`src/rtl/burst_pop_pkg.sv`:
```
// Shared types and helpers for the burst pop initiator.
package burst_pop_pkg;

  typedef enum logic [1:0] {
    IDLE    = 2'd0,
    REQ     = 2'd1,
    ACK_LOW = 2'd2
  } state_t;

  // Width of cmd_len for a given maximum burst length.
  function automatic int unsigned len_w(input int unsigned max_burst);
    return (max_burst > 32'd1) ? int'($clog2(max_burst)) : 32'd1;
  endfunction

endpackage

```
`src/rtl/burst_pop_if.sv`:
```
// Command, FIFO-pop and output-stream signals of the burst pop initiator.
interface burst_pop_if #(
  parameter int unsigned DATA_WIDTH = 32,
  parameter int unsigned LEN_W      = 8
) ();
  logic                  cmd_valid;
  logic                  cmd_ready;
  logic [LEN_W-1:0]      cmd_len;
  logic                  pop_req;
  logic                  pop_ack;
  logic                  pop_ack_pulse;
  logic [DATA_WIDTH-1:0] pop_struct;
  logic                  m_valid;
  logic                  m_ready;
  logic [DATA_WIDTH-1:0] m_data;
  logic                  m_last;
  logic                  busy;
  logic                  proto_err;

  modport master (
    input  cmd_valid, cmd_len, pop_ack, pop_ack_pulse, pop_struct, m_ready,
    output cmd_ready, pop_req, m_valid, m_data, m_last, busy, proto_err
  );

  modport slave (
    output cmd_valid, cmd_len, pop_ack, pop_ack_pulse, pop_struct, m_ready,
    input  cmd_ready, pop_req, m_valid, m_data, m_last, busy, proto_err
  );
endinterface

```
`src/rtl/burst_pop_buf.sv`:
```
// First-word-fall-through synchronous buffer; read and write may share a cycle even when full.
module burst_pop_buf #(
  parameter int unsigned WIDTH = 33,
  parameter int unsigned DEPTH = 4
) (
  input  logic                   clk,
  input  logic                   reset,
  input  logic                   wr_en,
  input  logic                   rd_en,
  input  logic [WIDTH-1:0]       din,
  output logic [WIDTH-1:0]       dout,
  output logic                   full,
  output logic                   empty,
  output logic [$clog2(DEPTH):0] count
);
  localparam int unsigned PTR_W = (DEPTH > 1) ? $clog2(DEPTH) : 1;
  localparam int unsigned CNT_W = $clog2(DEPTH) + 1;

  logic [WIDTH-1:0] mem [DEPTH];
  logic [PTR_W-1:0] wr_ptr;
  logic [PTR_W-1:0] rd_ptr;
  logic             do_wr;
  logic             do_rd;

  // Pointers wrap modulo DEPTH, which need not be a power of two.
  function automatic logic [PTR_W-1:0] bump(input logic [PTR_W-1:0] p);
    return (p == PTR_W'(DEPTH - 1)) ? '0 : p + PTR_W'(1);
  endfunction

  assign empty = (count == '0);
  assign full  = (count == CNT_W'(DEPTH));
  assign do_rd = rd_en & ~empty;
  assign do_wr = wr_en & (~full | do_rd);
  assign dout  = mem[rd_ptr];

  always_ff @(posedge clk) begin
    if (reset) begin
      wr_ptr <= '0;
      rd_ptr <= '0;
      count  <= '0;
    end else begin
      if (do_wr) wr_ptr <= bump(wr_ptr);
      if (do_rd) rd_ptr <= bump(rd_ptr);
      count <= count + CNT_W'(do_wr) - CNT_W'(do_rd);
    end
  end

  always_ff @(posedge clk) begin
    if (do_wr) mem[wr_ptr] <= din;
  end

endmodule

```
`src/rtl/burst_pop_initiator.sv`:
```
// Drains cmd_len+1 words from a FIFO pop port via req/ack and replays them as a valid/ready burst.
module burst_pop_initiator
  import burst_pop_pkg::*;
#(
  parameter int unsigned DATA_WIDTH  = 32,
  parameter int unsigned MAX_BURST   = 256,
  parameter int unsigned STREAM_MODE = 1,
  parameter int unsigned BUF_DEPTH   = 4
) (
  input  logic        clk,
  input  logic        reset,
  burst_pop_if.master bus
);
  localparam int unsigned LEN_W = len_w(MAX_BURST);
  localparam int unsigned REM_W = LEN_W + 1;
  localparam int unsigned CNT_W = $clog2(BUF_DEPTH) + 1;
  localparam int unsigned ENT_W = DATA_WIDTH + 1;

  state_t           state;
  logic [REM_W-1:0] rem;
  logic [REM_W-1:0] rem_nxt;
  logic             pop_req;
  logic             cmd_ready;
  logic             busy;
  logic             proto_err;
  logic             cap;
  logic             rd;
  logic             accept;
  logic             credit;
  logic [CNT_W-1:0] count;
  logic [CNT_W-1:0] count_nxt;
  logic             buf_full;
  logic             buf_empty;
  logic [ENT_W-1:0] buf_dout;

  // Credit is judged on the post-edge occupancy, after this cycle's capture and read.
  always_comb begin
    rd        = bus.m_ready & ~buf_empty;
    cap       = bus.pop_ack_pulse & pop_req & (~buf_full | rd);
    accept    = (state == IDLE) & cmd_ready & bus.cmd_valid;
    rem_nxt   = accept ? REM_W'(bus.cmd_len) + REM_W'(1) : rem - REM_W'(cap);
    count_nxt = count + CNT_W'(cap) - CNT_W'(rd);
    credit    = (rem_nxt != '0) & (count_nxt < CNT_W'(BUF_DEPTH));
  end

  burst_pop_buf #(
    .WIDTH (ENT_W),
    .DEPTH (BUF_DEPTH)
  ) u_buf (
    .clk   (clk),
    .reset (reset),
    .wr_en (cap),
    .rd_en (rd),
    .din   ({rem == REM_W'(1), bus.pop_struct}),
    .dout  (buf_dout),
    .full  (buf_full),
    .empty (buf_empty),
    .count (count)
  );

  always_ff @(posedge clk) begin
    if (reset) begin
      state     <= IDLE;
      rem       <= '0;
      pop_req   <= 1'b0;
      cmd_ready <= 1'b0;
      busy      <= 1'b0;
      proto_err <= 1'b0;
    end else begin
      rem       <= rem_nxt;
      proto_err <= proto_err | (bus.pop_ack_pulse & ~pop_req);
      unique case (state)
        IDLE: begin
          if (accept) begin
            state     <= REQ;
            pop_req   <= credit;
            cmd_ready <= 1'b0;
            busy      <= 1'b1;
          end else begin
            cmd_ready <= 1'b1;
            busy      <= (count_nxt != '0);
          end
        end
        REQ: begin
          if ((STREAM_MODE != 0) && (rem_nxt == '0)) begin
            state     <= IDLE;
            pop_req   <= 1'b0;
            cmd_ready <= 1'b1;
            busy      <= (count_nxt != '0);
          end else if ((STREAM_MODE == 0) && cap) begin
            state   <= ACK_LOW;
            pop_req <= 1'b0;
          end else begin
            pop_req <= credit;
          end
        end
        // Four-phase return-to-zero: the next request waits for ack to fall.
        ACK_LOW: begin
          if (!bus.pop_ack) begin
            if (rem == '0) begin
              state     <= IDLE;
              cmd_ready <= 1'b1;
              busy      <= (count_nxt != '0);
            end else begin
              state   <= REQ;
              pop_req <= credit;
            end
          end
        end
        default: begin
          state     <= IDLE;
          pop_req   <= 1'b0;
          cmd_ready <= 1'b1;
        end
      endcase
    end
  end

  assign bus.cmd_ready = cmd_ready;
  assign bus.pop_req   = pop_req;
  assign bus.busy      = busy;
  assign bus.proto_err = proto_err;
  assign bus.m_valid   = ~buf_empty;
  assign bus.m_data    = buf_dout[DATA_WIDTH-1:0];
  assign bus.m_last    = buf_dout[DATA_WIDTH];

endmodule

```
`src/flat_wrapper.sv`:
```
// flat-port wrapper written by rule: the top's interface ports become plain ports
module burst_pop_initiator_flat import burst_pop_pkg::*;
#(
  parameter int unsigned DATA_WIDTH  = 32,
  parameter int unsigned MAX_BURST   = 256,
  parameter int unsigned STREAM_MODE = 1,
  parameter int unsigned BUF_DEPTH   = 4
)
  (clk, reset, bus_cmd_valid, bus_cmd_len, bus_pop_ack, bus_pop_ack_pulse, bus_pop_struct, bus_m_ready, bus_cmd_ready, bus_pop_req, bus_m_valid, bus_m_data, bus_m_last, bus_busy, bus_proto_err);
  burst_pop_if #(.DATA_WIDTH(DATA_WIDTH), .LEN_W((len_w((256))))) bus_i ();
  input  logic clk;
  input  logic reset;
  input wire logic [$bits(bus_i.cmd_valid)-1:0] bus_cmd_valid;
  input wire logic [$bits(bus_i.cmd_len)-1:0] bus_cmd_len;
  input wire logic [$bits(bus_i.pop_ack)-1:0] bus_pop_ack;
  input wire logic [$bits(bus_i.pop_ack_pulse)-1:0] bus_pop_ack_pulse;
  input wire logic [$bits(bus_i.pop_struct)-1:0] bus_pop_struct;
  input wire logic [$bits(bus_i.m_ready)-1:0] bus_m_ready;
  output wire logic [$bits(bus_i.cmd_ready)-1:0] bus_cmd_ready;
  output wire logic [$bits(bus_i.pop_req)-1:0] bus_pop_req;
  output wire logic [$bits(bus_i.m_valid)-1:0] bus_m_valid;
  output wire logic [$bits(bus_i.m_data)-1:0] bus_m_data;
  output wire logic [$bits(bus_i.m_last)-1:0] bus_m_last;
  output wire logic [$bits(bus_i.busy)-1:0] bus_busy;
  output wire logic [$bits(bus_i.proto_err)-1:0] bus_proto_err;
  assign bus_i.cmd_valid = bus_cmd_valid;
  assign bus_i.cmd_len = bus_cmd_len;
  assign bus_i.pop_ack = bus_pop_ack;
  assign bus_i.pop_ack_pulse = bus_pop_ack_pulse;
  assign bus_i.pop_struct = bus_pop_struct;
  assign bus_i.m_ready = bus_m_ready;
  assign bus_cmd_ready = bus_i.cmd_ready;
  assign bus_pop_req = bus_i.pop_req;
  assign bus_m_valid = bus_i.m_valid;
  assign bus_m_data = bus_i.m_data;
  assign bus_m_last = bus_i.m_last;
  assign bus_busy = bus_i.busy;
  assign bus_proto_err = bus_i.proto_err;
  burst_pop_initiator #(.DATA_WIDTH(DATA_WIDTH), .MAX_BURST(MAX_BURST), .STREAM_MODE(STREAM_MODE), .BUF_DEPTH(BUF_DEPTH)) u_core (.clk(clk), .reset(reset), .bus(bus_i));
endmodule
```
`config.mk`:
```
export PLATFORM = sky130hd
export DESIGN_NAME = burst_pop_initiator_flat
export DESIGN_NICKNAME = d
export VERILOG_FILES = /design/src/rtl/burst_pop_pkg.sv /design/src/rtl/burst_pop_if.sv /design/src/rtl/burst_pop_buf.sv /design/src/rtl/burst_pop_initiator.sv /design/src/flat_wrapper.sv
export SDC_FILE = /design/constraint.sdc
export NUM_CORES = 1
export LEC_CHECK = 0
export ABC_CLOCK_PERIOD_IN_PS = 3100
export CORE_MARGIN = 4
export CORE_UTILIZATION = 31
export CTS_CLUSTER_DIAMETER = 60
export DETAILED_ROUTE_END_ITERATION = 10
export REMOVE_ABC_BUFFERS = 1
export SETUP_SLACK_MARGIN = 0.15
export SKIP_LAST_GASP = 1
export SLEW_MARGIN = 5
export SYNTH_ARGS = -nofsm -noshare
export SYNTH_HDL_FRONTEND = slang
export SYNTH_SLANG_ARGS = --single-unit
```
`constraint.sdc`:
```
create_clock -name clk -period 3.1 [get_ports clk]
set_input_delay 0.31 -clock clk [delete_from_list [all_inputs] [get_ports clk]]
set_output_delay 0.31 -clock clk [all_outputs]
set_load 0.005 [all_outputs]
```
==> impl_metrics.json, run 1 <==
{
  "antenna_left": 0,
  "clk_pin_slew_ns": 0.07,
  "h-tree-depth": 4,
  "crit_buf_inv": 0,
  "cts_hold_repair.buffers": 0,
  "track_usage_pct": 10.9,
  "fmaxAchievable_mhz": 375,
  "power_uw": 5680,
  "drt-wirelength-per-cell_um": 16.1,
  "cpMaxStageDelayCell": "or4b_4",
  "clk_latency_ns": 0.41,
  "drc_errors": 0,
  "viasPerCell": 4.55,
  "grt_max_degree": 34,
  "drive_gt1_share_pct": 20.1,
  "worst_slew_pin_slew_ns": 0.791,
  "end_kind": "register",
  "use_met2_pct": 17.8,
  "synth_top_area_share_pct": 64.8,
  "whs_ns": 0.478,
  "synthArstFlopShare_pct": 0,
  "worst_path_most_repeated_cell": "a21oi_2",
  "antenna_found_initial": 0,
  "synth_top_area_cell": "edfxtp_1",
  "rsz0062_at_grt": "false",
  "dominantRegCellSynth": "edfxtp_1",
  "pre_cts_ws_ns": 0.0363,
  "min_period_ns": 2.67,
  "grt_pass1_wl_mm": 18.3,
  "dieArea_um2": 22000,
  "crit_type": "reg -> reg",
  "use_met1_pct": 14.1,
  "hpwl_mm": 6.83,
  "area_growth_pct": 28.8,
  "root_buffer": "clkbuf_16",
  "critical_path_required_ns": 3.40,
  "netlist_instances": 329,
  "avgSynthCellArea_um2": 18.6,
  "cp.arrival_ns": 2.97,
  "start_kind": "register",
  "synth.most_common_cell": "edfxtp_1",
  "final_util_pct": 40.5,
  "maxCapViolCount": 0,
  "worstHoldPathType": "reg -> reg",
  "worst-path-max-fanout": 5,
  "synth_area_um2": 6120,
  "finalHoldViolations": 0,
  "finish.net_count": 486,
  "skew_ns": 0.00865,
  "synth_commonest_cells": "132 x edfxtp_1, 33 x mux4_2, 23 x dfxtp_1, 17 x inv_1, 17 x nor2_1",
  "synth_edf_count": 132,
  "path_delay_family": "simple AND/OR/NAND/NOR gates",
  "diodes": 0,
  "static-leakage-power_uw": 0.00259,
  "start_util_pct": 31.4,
  "met3_usage_pct": 3.38,
  "port_buffers": 82,
  "drt_iter0_markers": 167,
  "cts_tree": "built",
  "relSlewSlack_pct": 47.1,
  "die_h_um": 148,
  "grt-busiest-layer": "met2",
  "first_global_vias": 3432,
  "ys_seq_area_share_pct": 72.3,
  "slowest_delay_ns": 0.51,
  "p_per_area_nw_per_um2": 722,
  "die_width_um": 148,
  "vias": 3201,
  "run_status": "finished, final reports clean",
  "synthDistinctLibCells": 43,
  "placementRows": 51,
  "core_area_um2": 19500,
  "slew_violations": 0,
  "synth_seq_cells": 155,
  "fin_crit_sh_pct": 86.1,
  "setup-tns-final_ns": 0,
  "synthTopCellsByArea": "edfxtp_1 65%, mux4_2 12%, dfxtp_1 7.5%",
  "clock-sinks": 155,
  "finalSetupViolations": 0,
  "grt_overflow": 0,
  "first_pass_iters": 4,
  "ios": 84,
  "clock_path_buffers": 2,
  "drt_wl_total_mm": 11.3,
  "critical_path.cell_chain": "nor4b_1 > nor2_1 > ha_1 > or4b_4 > or3_1 > a21oi_2 > a211oi_2 > nand4_2 > a21oi_2 > a311oi_1",
  "ir_drop_uv": 349,
  "synth_warnings": 0,
  "final.setup.worst_slack_ns": 0.431,
  "gp_congestion": 0.724,
  "numCtsBuffers": 17
}
-- cell families (layout without fill, tap and decap cells) --
group / Yosys count / in the layout / synth area share (%)
AO/OA/AOI/OAI: 21 / 21 / 2.48
XOR/XNOR: 13 / 13 / 1.86
adder cells (fa/ha/maj): 14 / 14 / 3.11
buffers and inverters: 28 / 137 / 1.90
flip-flops: 155 / 155 / 72.3
multiplexers: 37 / 37 / 12.8
AND/OR/NAND/NOR: 61 / 61 / 5.50
-- cells in the final DEF (no fill, tap or decap), types with 5 or more instances in the layout --
| cell type | instances |
|---|---|
| a21oi_1 | 7 |
| buf_4 | 5 |
| clkbuf_16 | 17 |
| clkdlybuf4s50_1 | 82 |
| clkinvlp_4 | 5 |
| dfxtp_1 | 21 |
| edfxtp_1 | 132 |
| ha_1 | 12 |
| inv_1 | 17 |
| mux4_2 | 33 |
| nand2_1 | 9 |
| nand3_1 | 5 |
| nor2_1 | 17 |
| nor3_1 | 5 |
| xnor2_1 | 5 |
| xor2_1 | 8 |
-- stage by stage --
step	cell area, um^2	std cells
after CTS	7860	703
final	7880	703
after global routing	7880	703
after floorplan	6060	318
after global placement	7300	672
after detailed placement	7300	672
-- layout make-up --
class / count / area (um^2)
fill: 1746 / 11600
sequential: 155 / 4430
multi-input combinational: 146 / 1590
timing repair buffer: 89 / 898
clock buffer: 17 / 425
tap: 265 / 332
clock inverter: 14 / 138
inverter: 17 / 63.8
-- per-layer routing --
metal	vias to the layer above	part of all wire, %
met5	-	0
met4	0	0.84
met3	7	4.1
met2	76	50
met1	1629	45
li1	1489	-
-- worst register-to-register path: cells and delay by family (launching register included) --
family                   cells  cell delay [ns]
adder cells (fa/ha/maj)      1             0.22
AND/OR/NAND/NOR              5             1.28
AO/OA/AOI/OAI                4             0.60
flip-flops                   1             0.47
-- power by group --
group / total [uW] / switching [uW] / internal [uW]
Clock: 1960 / 837 / 1120
Combinational: 1250 / 527 / 724
Sequential: 2480 / 77.4 / 2400
-- timing repair --
action	in CTS	in global routing
buffers inserted	0	0
setup endpoints to repair	0	2
gates resized for setup	0	2
-- flip-flops by register name, indices dropped and copies added, names as in the netlist, named ones only --
| name | count |
|---|---|
| u_core.u_buf.mem | 132 |
| u_core.rem | 9 |
| u_core.u_buf.count | 3 |
| u_core.u_buf.rd_ptr | 2 |
| u_core.u_buf.wr_ptr | 2 |
| u_core.bus.busy | 1 |
| u_core.bus.cmd_ready | 1 |
| u_core.bus.pop_req | 1 |
| u_core.bus.proto_err | 1 |
| u_core.state | 1 |
-- final timing paths --
check / slack [ns] / from / depth (start not counted) / end
setup / recovery: 0.43 / u_core.u_buf.count[1]$_SDFF_PP0_ / 10 / u_core.bus.busy$_SDFFE_PP0P_
hold / removal: 0.48 / u_core.bus.proto_err$_SDFF_PP0_ / 2 / u_core.bus.proto_err$_SDFF_PP0_
setup reg to reg: 0.43 / u_core.u_buf.count[1]$_SDFF_PP0_ / 10 / u_core.bus.busy$_SDFFE_PP0P_
hold reg to reg: 0.48 / u_core.bus.proto_err$_SDFF_PP0_ / 2 / u_core.bus.proto_err$_SDFF_PP0_
Note: power is estimated with default switching activity, not from simulation.
==> run 2: changes to the inputs <==
Settings changed: GPL_ROUTABILITY_DRIVEN set to 0.
==> results of run 2 <==
The final DEF is identical to that of run 1; final timing and power are the same.
